### src/rtl/famicom_pkg.sv
// Shared types and default timing constants for the Famicom/NES pad reader.
package famicom_pkg;

  typedef enum logic [2:0] {
    IDLE  = 3'd0,
    LATCH = 3'd1,
    LOW   = 3'd2,
    HIGH  = 3'd3,
    DONE  = 3'd4
  } famicom_state_e;

  localparam int unsigned FAMICOM_HALF_PERIOD    = 6;
  localparam int unsigned FAMICOM_LATCH_CYCLES   = 12;
  localparam int unsigned FAMICOM_POLL_60HZ_100M = 1666667;
  localparam int unsigned FAMICOM_NUM_BITS       = 8;

  // Bits needed to hold values 0..v-1, never less than one.
  function automatic int unsigned famicom_width_for(input int unsigned v);
    int unsigned w;
    w = 1;
    while ((32'd1 << w) < v) begin
      w = w + 1;
    end
    return w;
  endfunction

  function automatic int unsigned famicom_max(input int unsigned a, input int unsigned b);
    return (a > b) ? a : b;
  endfunction

endpackage

### src/rtl/famicom_phase_timer.sv
// Loadable down-counter that times the latch, pulse-low and pulse-high phases.
module famicom_phase_timer
  import famicom_pkg::*;
#(
  parameter int unsigned WIDTH = 4
) (
  input  logic             clk_sys,
  input  logic             reset,
  input  logic             load_i,
  input  logic [WIDTH-1:0] load_value_i,
  output logic [WIDTH-1:0] value_o,
  output logic             done_o
);

  logic [WIDTH-1:0] count_q;
  logic [WIDTH-1:0] count_d;

  always_comb begin
    count_d = count_q;
    if (load_i) begin
      count_d = load_value_i;
    end else if (count_q != '0) begin
      count_d = count_q - 1'b1;
    end
  end

  always_ff @(posedge clk_sys) begin
    if (reset) begin
      count_q <= '0;
    end else begin
      count_q <= count_d;
    end
  end

  // A phase loaded with N-1 reports done in its N-th cycle.
  assign value_o = count_q;
  assign done_o  = (count_q == '0);

endmodule

### src/rtl/famicom_pad_reader.sv
// Initiator side of the Famicom serial pad protocol: drives latch/pulse,
// shifts in the pad bits and presents an active-high button byte with a strobe.
module famicom_pad_reader
  import famicom_pkg::*;
#(
  parameter int unsigned HALF_PERIOD   = FAMICOM_HALF_PERIOD,
  parameter int unsigned LATCH_CYCLES  = FAMICOM_LATCH_CYCLES,
  parameter int unsigned POLL_INTERVAL = FAMICOM_POLL_60HZ_100M,
  parameter int unsigned NUM_BITS      = FAMICOM_NUM_BITS
) (
  input  logic                clk_sys,
  input  logic                reset,
  input  logic                enable,
  input  logic                famicom_data,
  output logic                famicom_latch,
  output logic                famicom_pulse,
  output logic [NUM_BITS-1:0] buttons,
  output logic                buttons_valid,
  output logic                busy
);

  localparam int unsigned TIMER_W = famicom_width_for(famicom_max(LATCH_CYCLES, HALF_PERIOD));
  localparam int unsigned IDX_W   = famicom_width_for(NUM_BITS);

  localparam logic [TIMER_W-1:0] LATCH_LOAD = TIMER_W'(LATCH_CYCLES - 1);
  localparam logic [TIMER_W-1:0] HALF_LOAD  = TIMER_W'(HALF_PERIOD - 1);
  localparam logic [31:0]        POLL_LOAD  = 32'(POLL_INTERVAL - 1);
  localparam logic [IDX_W-1:0]   LAST_IDX   = IDX_W'(NUM_BITS - 1);

  famicom_state_e      state_q, state_d;
  logic                latch_q, latch_d;
  logic                pulse_q, pulse_d;
  logic [IDX_W-1:0]    idx_q, idx_d;
  logic [NUM_BITS-1:0] shift_q, shift_d;
  logic [NUM_BITS-1:0] buttons_q, buttons_d;
  logic                valid_q, valid_d;
  logic [31:0]         poll_q, poll_d;
  logic                data_meta_q, data_sync_q;

  logic                tmr_load;
  logic [TIMER_W-1:0]  tmr_load_value;
  logic [TIMER_W-1:0]  tmr_value;
  logic                tmr_done;
  logic                sample_now;

  famicom_phase_timer #(
    .WIDTH (TIMER_W)
  ) u_phase_timer (
    .clk_sys      (clk_sys),
    .reset        (reset),
    .load_i       (tmr_load),
    .load_value_i (tmr_load_value),
    .value_o      (tmr_value),
    .done_o       (tmr_done)
  );

  // Idle level of the data line is high (not pressed).
  always_ff @(posedge clk_sys) begin
    if (reset) begin
      data_meta_q <= 1'b1;
      data_sync_q <= 1'b1;
    end else begin
      data_meta_q <= famicom_data;
      data_sync_q <= data_meta_q;
    end
  end

  assign sample_now = (state_q == LOW) && (tmr_value == '0);

  always_comb begin
    state_d        = state_q;
    latch_d        = latch_q;
    pulse_d        = pulse_q;
    idx_d          = idx_q;
    shift_d        = shift_q;
    buttons_d      = buttons_q;
    valid_d        = 1'b0;
    poll_d         = (poll_q != '0) ? (poll_q - 32'd1) : '0;
    tmr_load       = 1'b0;
    tmr_load_value = '0;

    case (state_q)
      IDLE: begin
        if (enable && (poll_q == '0)) begin
          state_d        = LATCH;
          latch_d        = 1'b1;
          shift_d        = '0;
          poll_d         = POLL_LOAD;
          tmr_load       = 1'b1;
          tmr_load_value = LATCH_LOAD;
        end
      end
      LATCH: begin
        if (tmr_done) begin
          state_d        = LOW;
          latch_d        = 1'b0;
          idx_d          = '0;
          tmr_load       = 1'b1;
          tmr_load_value = HALF_LOAD;
        end
      end
      LOW: begin
        if (sample_now) begin
          shift_d[idx_q] = data_sync_q;
        end
        if (tmr_done) begin
          if (idx_q == LAST_IDX) begin
            // Buttons and strobe land together in the DONE cycle.
            state_d   = DONE;
            buttons_d = ~shift_d;
            valid_d   = 1'b1;
          end else begin
            state_d        = HIGH;
            pulse_d        = 1'b1;
            tmr_load       = 1'b1;
            tmr_load_value = HALF_LOAD;
          end
        end
      end
      HIGH: begin
        if (tmr_done) begin
          state_d        = LOW;
          pulse_d        = 1'b0;
          idx_d          = idx_q + 1'b1;
          tmr_load       = 1'b1;
          tmr_load_value = HALF_LOAD;
        end
      end
      DONE: begin
        state_d = IDLE;
      end
      default: begin
        state_d = IDLE;
        latch_d = 1'b0;
        pulse_d = 1'b0;
      end
    endcase
  end

  always_ff @(posedge clk_sys) begin
    if (reset) begin
      state_q   <= IDLE;
      latch_q   <= 1'b0;
      pulse_q   <= 1'b0;
      idx_q     <= '0;
      shift_q   <= '0;
      buttons_q <= '0;
      valid_q   <= 1'b0;
      poll_q    <= '0;
    end else begin
      state_q   <= state_d;
      latch_q   <= latch_d;
      pulse_q   <= pulse_d;
      idx_q     <= idx_d;
      shift_q   <= shift_d;
      buttons_q <= buttons_d;
      valid_q   <= valid_d;
      poll_q    <= poll_d;
    end
  end

  assign famicom_latch = latch_q;
  assign famicom_pulse = pulse_q;
  assign buttons       = buttons_q;
  assign buttons_valid = valid_q;
  assign busy          = (state_q != IDLE);

endmodule

### config.mk
export PLATFORM = sky130hd
export DESIGN_NAME = famicom_pad_reader
export DESIGN_NICKNAME = d
export VERILOG_FILES = /design/src/rtl/famicom_pkg.sv /design/src/rtl/famicom_phase_timer.sv /design/src/rtl/famicom_pad_reader.sv
export SDC_FILE = /design/constraint.sdc
export NUM_CORES = 1
export LEC_CHECK = 0
export CORE_ASPECT_RATIO = 1.2
export CORE_UTILIZATION = 35
export DETAILED_ROUTE_END_ITERATION = 6
export PLACE_DENSITY = 0.53
export RECOVER_POWER = 25
export SETUP_SLACK_MARGIN = 0.4
export SLEW_MARGIN = 15
export SYNTH_ARGS = -nofsm -noshare
export SYNTH_HDL_FRONTEND = slang
export SYNTH_HIERARCHICAL = 1
export SYNTH_SLANG_ARGS = --single-unit
### constraint.sdc
create_clock -name clk_sys -period 2.7 [get_ports clk_sys]
set_input_delay 0.54 -clock clk_sys [delete_from_list [all_inputs] [get_ports clk_sys]]
set_output_delay 0.54 -clock clk_sys [all_outputs]
set_load 0.01 [all_outputs]
==> results.txt <==
- The die covers 0.00887 sq mm.
- The via count of the first global-routing pass is 2217.
- Setup violations remaining at the end of the flow were counted as 0.
- Of the available clock period, the critical path in the final layout requires 0.824.
* Switching part of the total power: 0.386
- Summed over all nets, the half-perimeter wirelength after detailed placement is 4410 um.
- Count of different cell masters after synthesis: 50
- TritonCTS buffer count: 9
- Of the total power, combinational logic draws 0.434.
- Clock Pin Slew Worst Setup and Hold Paths: 0.07 ns
- Transition time at the pin with the least slew margin: 0.836 ns
* Count of TritonRoute iterations in the first routing pass: 4
- The initial antenna violation count was 0.
* Syn-to-layout area delta: 17.1%
- Post-synthesis area per instance: 9.15 sq um
* Input/output buffers: 15
- Post-Syn Area: 0.00297 sq mm
- The count of final hold-check violations is 0.
- Placer Congestion: 0.777
- Maximum count of clock buffers along a single path: 2
- Fraction of layout cells with a size suffix above 1: 0.140
* Max_cap viols: 0
- Buffers inserted to repair hold after CTS numbered 0.
- Clock Latency Late Sink: 0.34 ns
- Internal power component: 2420 uW
* TritonCTS clock tree: done
- After detailed routing, the average wire length per cell comes to 13.5 um.
- Power comes to 3940 uW.
- Portion of the post-synthesis area used by sequential elements: 0.424
- Switching Power: 1520 uW
- Cell area power density: 1130 mW/mm^2
- In the layout the commonest cells are sky130_fd_sc_hd__dfxtp_1, sky130_fd_sc_hd__nor2_1, sky130_fd_sc_hd__nand2_1, sky130_fd_sc_hd__o21ai_0, sky130_fd_sc_hd__xor2_1.
* Type of destination of the critical path: register
- Counting every net in the synthesized netlist gives 333.
- Along the worst hold path, the cell count comes to 1.
- Yosys printed 6 warnings.
- CTS H-tree depth: 3
- Shortest period the worst path allows: 2.22 ns
- The final-report max-slew violation count is 0.
- Sequential share of power: 0.356
- Final setup skew: 0.0101 ns
- Clk network pwr share: 0.210
* Relative max-transition margin: 0.440
- Combined area of the multi-input logic cells: 0.00162 sq mm
- Total DRC errors in the routed layout: 0
* Startpoint of the tightest hold check path: data_meta_q
* Number of top-level pins: 16
- Total Nets Final: 353
* Number of rows in the core area: 36
- Area inside the core boundary: 0.00820 sq mm
* Number of synthesized flops with an enable pin: 0
* Highest fanout seen on the critical path: 6
- Number of filler cells placed in the layout: 851
* Largest net degree at the start of global routing: 33
* First-pass GRT wire length: 10600 um
* Effective utilization at floorplan: 0.363
* Cell area reported after detailed placement: 0.00327 sq mm
* Post-route setup TNS: 0 ns
* Count of antenna-violating nets left after detailed routing: 0
- The flow ran to the end, and the final reports show no timing, DRC or antenna violations.
- GRT Residual Overflow: 0
- Cells after Synth: 325
* Arrival @ worst endpoint: 2.46 ns
- The most used flip-flop cell after synthesis is sky130_fd_sc_hd__dfxtp_1.
* Type of the worst min-delay path: reg2reg
- Clock tree synthesis found a total of 63 sinks.
- The critical path starts at poll_q[0].
* Peak supply drop: 0.506 mV
- Leaving out fill and tap cells, the most frequent cell in the layout is sky130_fd_sc_hd__dfxtp_1.
* Critical Path RT: 2.94 ns
* Min Hold Slack: 0.415 ns
- Setup repair after global routing could not meet its margin everywhere.
* Share of flip-flops with an asynchronous set or reset: 0
* Antenna Cells: 0
- The die is 103 um tall.
- Via density per instance: 5.08
- Summing all flip-flop and latch instances after layout gives 0.00126 sq mm.
- After the first detailed-routing iteration, the DRC count stood at 106.
* Die Width: 86.2 um
- Overall via count from detail_route: 2351
* Library cell used as clock root buffer: sky130_fd_sc_hd__clkbuf_8
- In this run the critical register-to-register path is launched from poll_q[0].
- Leakage component of the power: 0.00133 uW
- The finished cells cover 0.00348 sq mm.
- Length in cells of the worst reg-to-reg path: 7
- All-Layer GR Usage: 0.153
* Sort of element at the start of the critical path: register
- The routed design has 6250 um of wire.
- Max Freq: 0.450 GHz
- The critical path is of the reg2reg type.
* Flip-flop and latch count after synthesis: 63
logic make-up (layout without fill, tap and decap cells):
| group | Yosys count | count (layout) | share of synthesized area |
|---|---|---|---|
| simple gates | 138 | 138 | 0.272 |
| mux | 9 | 9 | 0.0307 |
| flops | 63 | 63 | 0.424 |
| compound gates | 54 | 54 | 0.128 |
| xor+xnor | 32 | 32 | 0.0942 |
| buf+inv | 25 | 49 | 0.0341 |
| fa+ha+maj | 4 | 4 | 0.0168 |
metal layers:
layer	GRT usage	part of all wire	vias to the layer above
li1	-	-	1200
met1	0.182	0.48	1109
met2	0.258	0.47	34
met3	0.0448	0.038	8
met4	0.0667	0.015	0
met5	0	0	-
sequential cells by signal (all words and copies together) (netlist names):
register               count
poll_q                    32
buttons                    8
shift_q                    8
u_phase_timer/value_o      4
idx_q                      3
state_q                    3
buttons_valid              1
data_meta_q                1
data_sync_q                1
famicom_latch              1
famicom_pulse              1
cells in the mapped netlist, drive strengths merged (2+ instances only):
library cell / number / area share
o31ai: 3 / 0.0076
buf: 3 / 0.0063
a22o: 8 / 0.024
o22ai: 3 / 0.0063
mux2i: 8 / 0.027
nand3: 17 / 0.029
xor2: 18 / 0.053
nor4: 6 / 0.027
nand4b: 4 / 0.014
nand3b: 2 / 0.0050
and4: 2 / 0.0059
o21ai: 21 / 0.035
nor2: 39 / 0.049
nor3: 15 / 0.031
a21oi: 5 / 0.0084
nor3b: 5 / 0.016
clkbuf: 14 / 0.018
inv: 8 / 0.010
ha: 4 / 0.017
xnor2: 14 / 0.041
nand2: 21 / 0.027
nand4: 3 / 0.0063
dfxtp: 63 / 0.42
or2: 4 / 0.0084
nor2b: 5 / 0.011
o2111ai: 8 / 0.024
nand2b: 3 / 0.0063
or4: 6 / 0.019
stage by stage:
| stage | util | std cells | worst slack, ns |
|---|---|---|---|
| floorplan | - | 325 | 0.518 |
| global placement | 0.399 | 446 | 0.394 |
| detailed placement | 0.399 | 446 | 0.349 |
| CTS | 0.423 | 461 | 0.392 |
| global route | 0.425 | 463 | 0.381 |
| finish | 0.425 | 463 | 0.476 |
worst paths after layout:
kind / slack [ns] / to
min: 0.41 / data_sync_q
max reg2reg: 0.48 / state_q[0]
max: 0.48 / state_q[0]
min reg2reg: 0.41 / data_sync_q
repair_timing:
action                     CTS  global route
setup endpoints to repair    2             5
buffers inserted             0             2
hold endpoints to repair     0             0
resized for setup            2             3
worst max-delay path: stages (launching register included):
cell and delay (ns):
sky130_fd_sc_hd__dfxtp_1 0.33, sky130_fd_sc_hd__inv_1 0.06, sky130_fd_sc_hd__ha_1 0.22, sky130_fd_sc_hd__nor2b_1 0.18
sky130_fd_sc_hd__and4b_2 0.31, sky130_fd_sc_hd__nand4b_2 0.13, sky130_fd_sc_hd__or4b_4 0.55, sky130_fd_sc_hd__a2111oi_4 0.35
layout make-up:
type / instances / share of cell area
Clock inverter: 3 / 0.0122
Multi-Input combinational cell: 237 / 0.466
Sequential cell: 63 / 0.363
Timing Repair Buffer: 26 / 0.0647
Tap cell: 114 / 0.0410
Inverter: 8 / 0.00862
Clock buffer: 12 / 0.0446
power groups by stage:
| stage | Combinational (uW) | Sequential, uW | Clock, uW |
|---|---|---|---|
| after floorplan | 1390 | 1360 | 0 |
| after global placement | 1690 | 1420 | 0 |
| after detailed placement | 1700 | 1420 | 0 |
| after CTS | 1710 | 1400 | 864 |
| after global routing | 1910 | 1440 | 902 |
| final | 1710 | 1400 | 827 |
No activity file was read; power rests on OpenSTA's default activity.
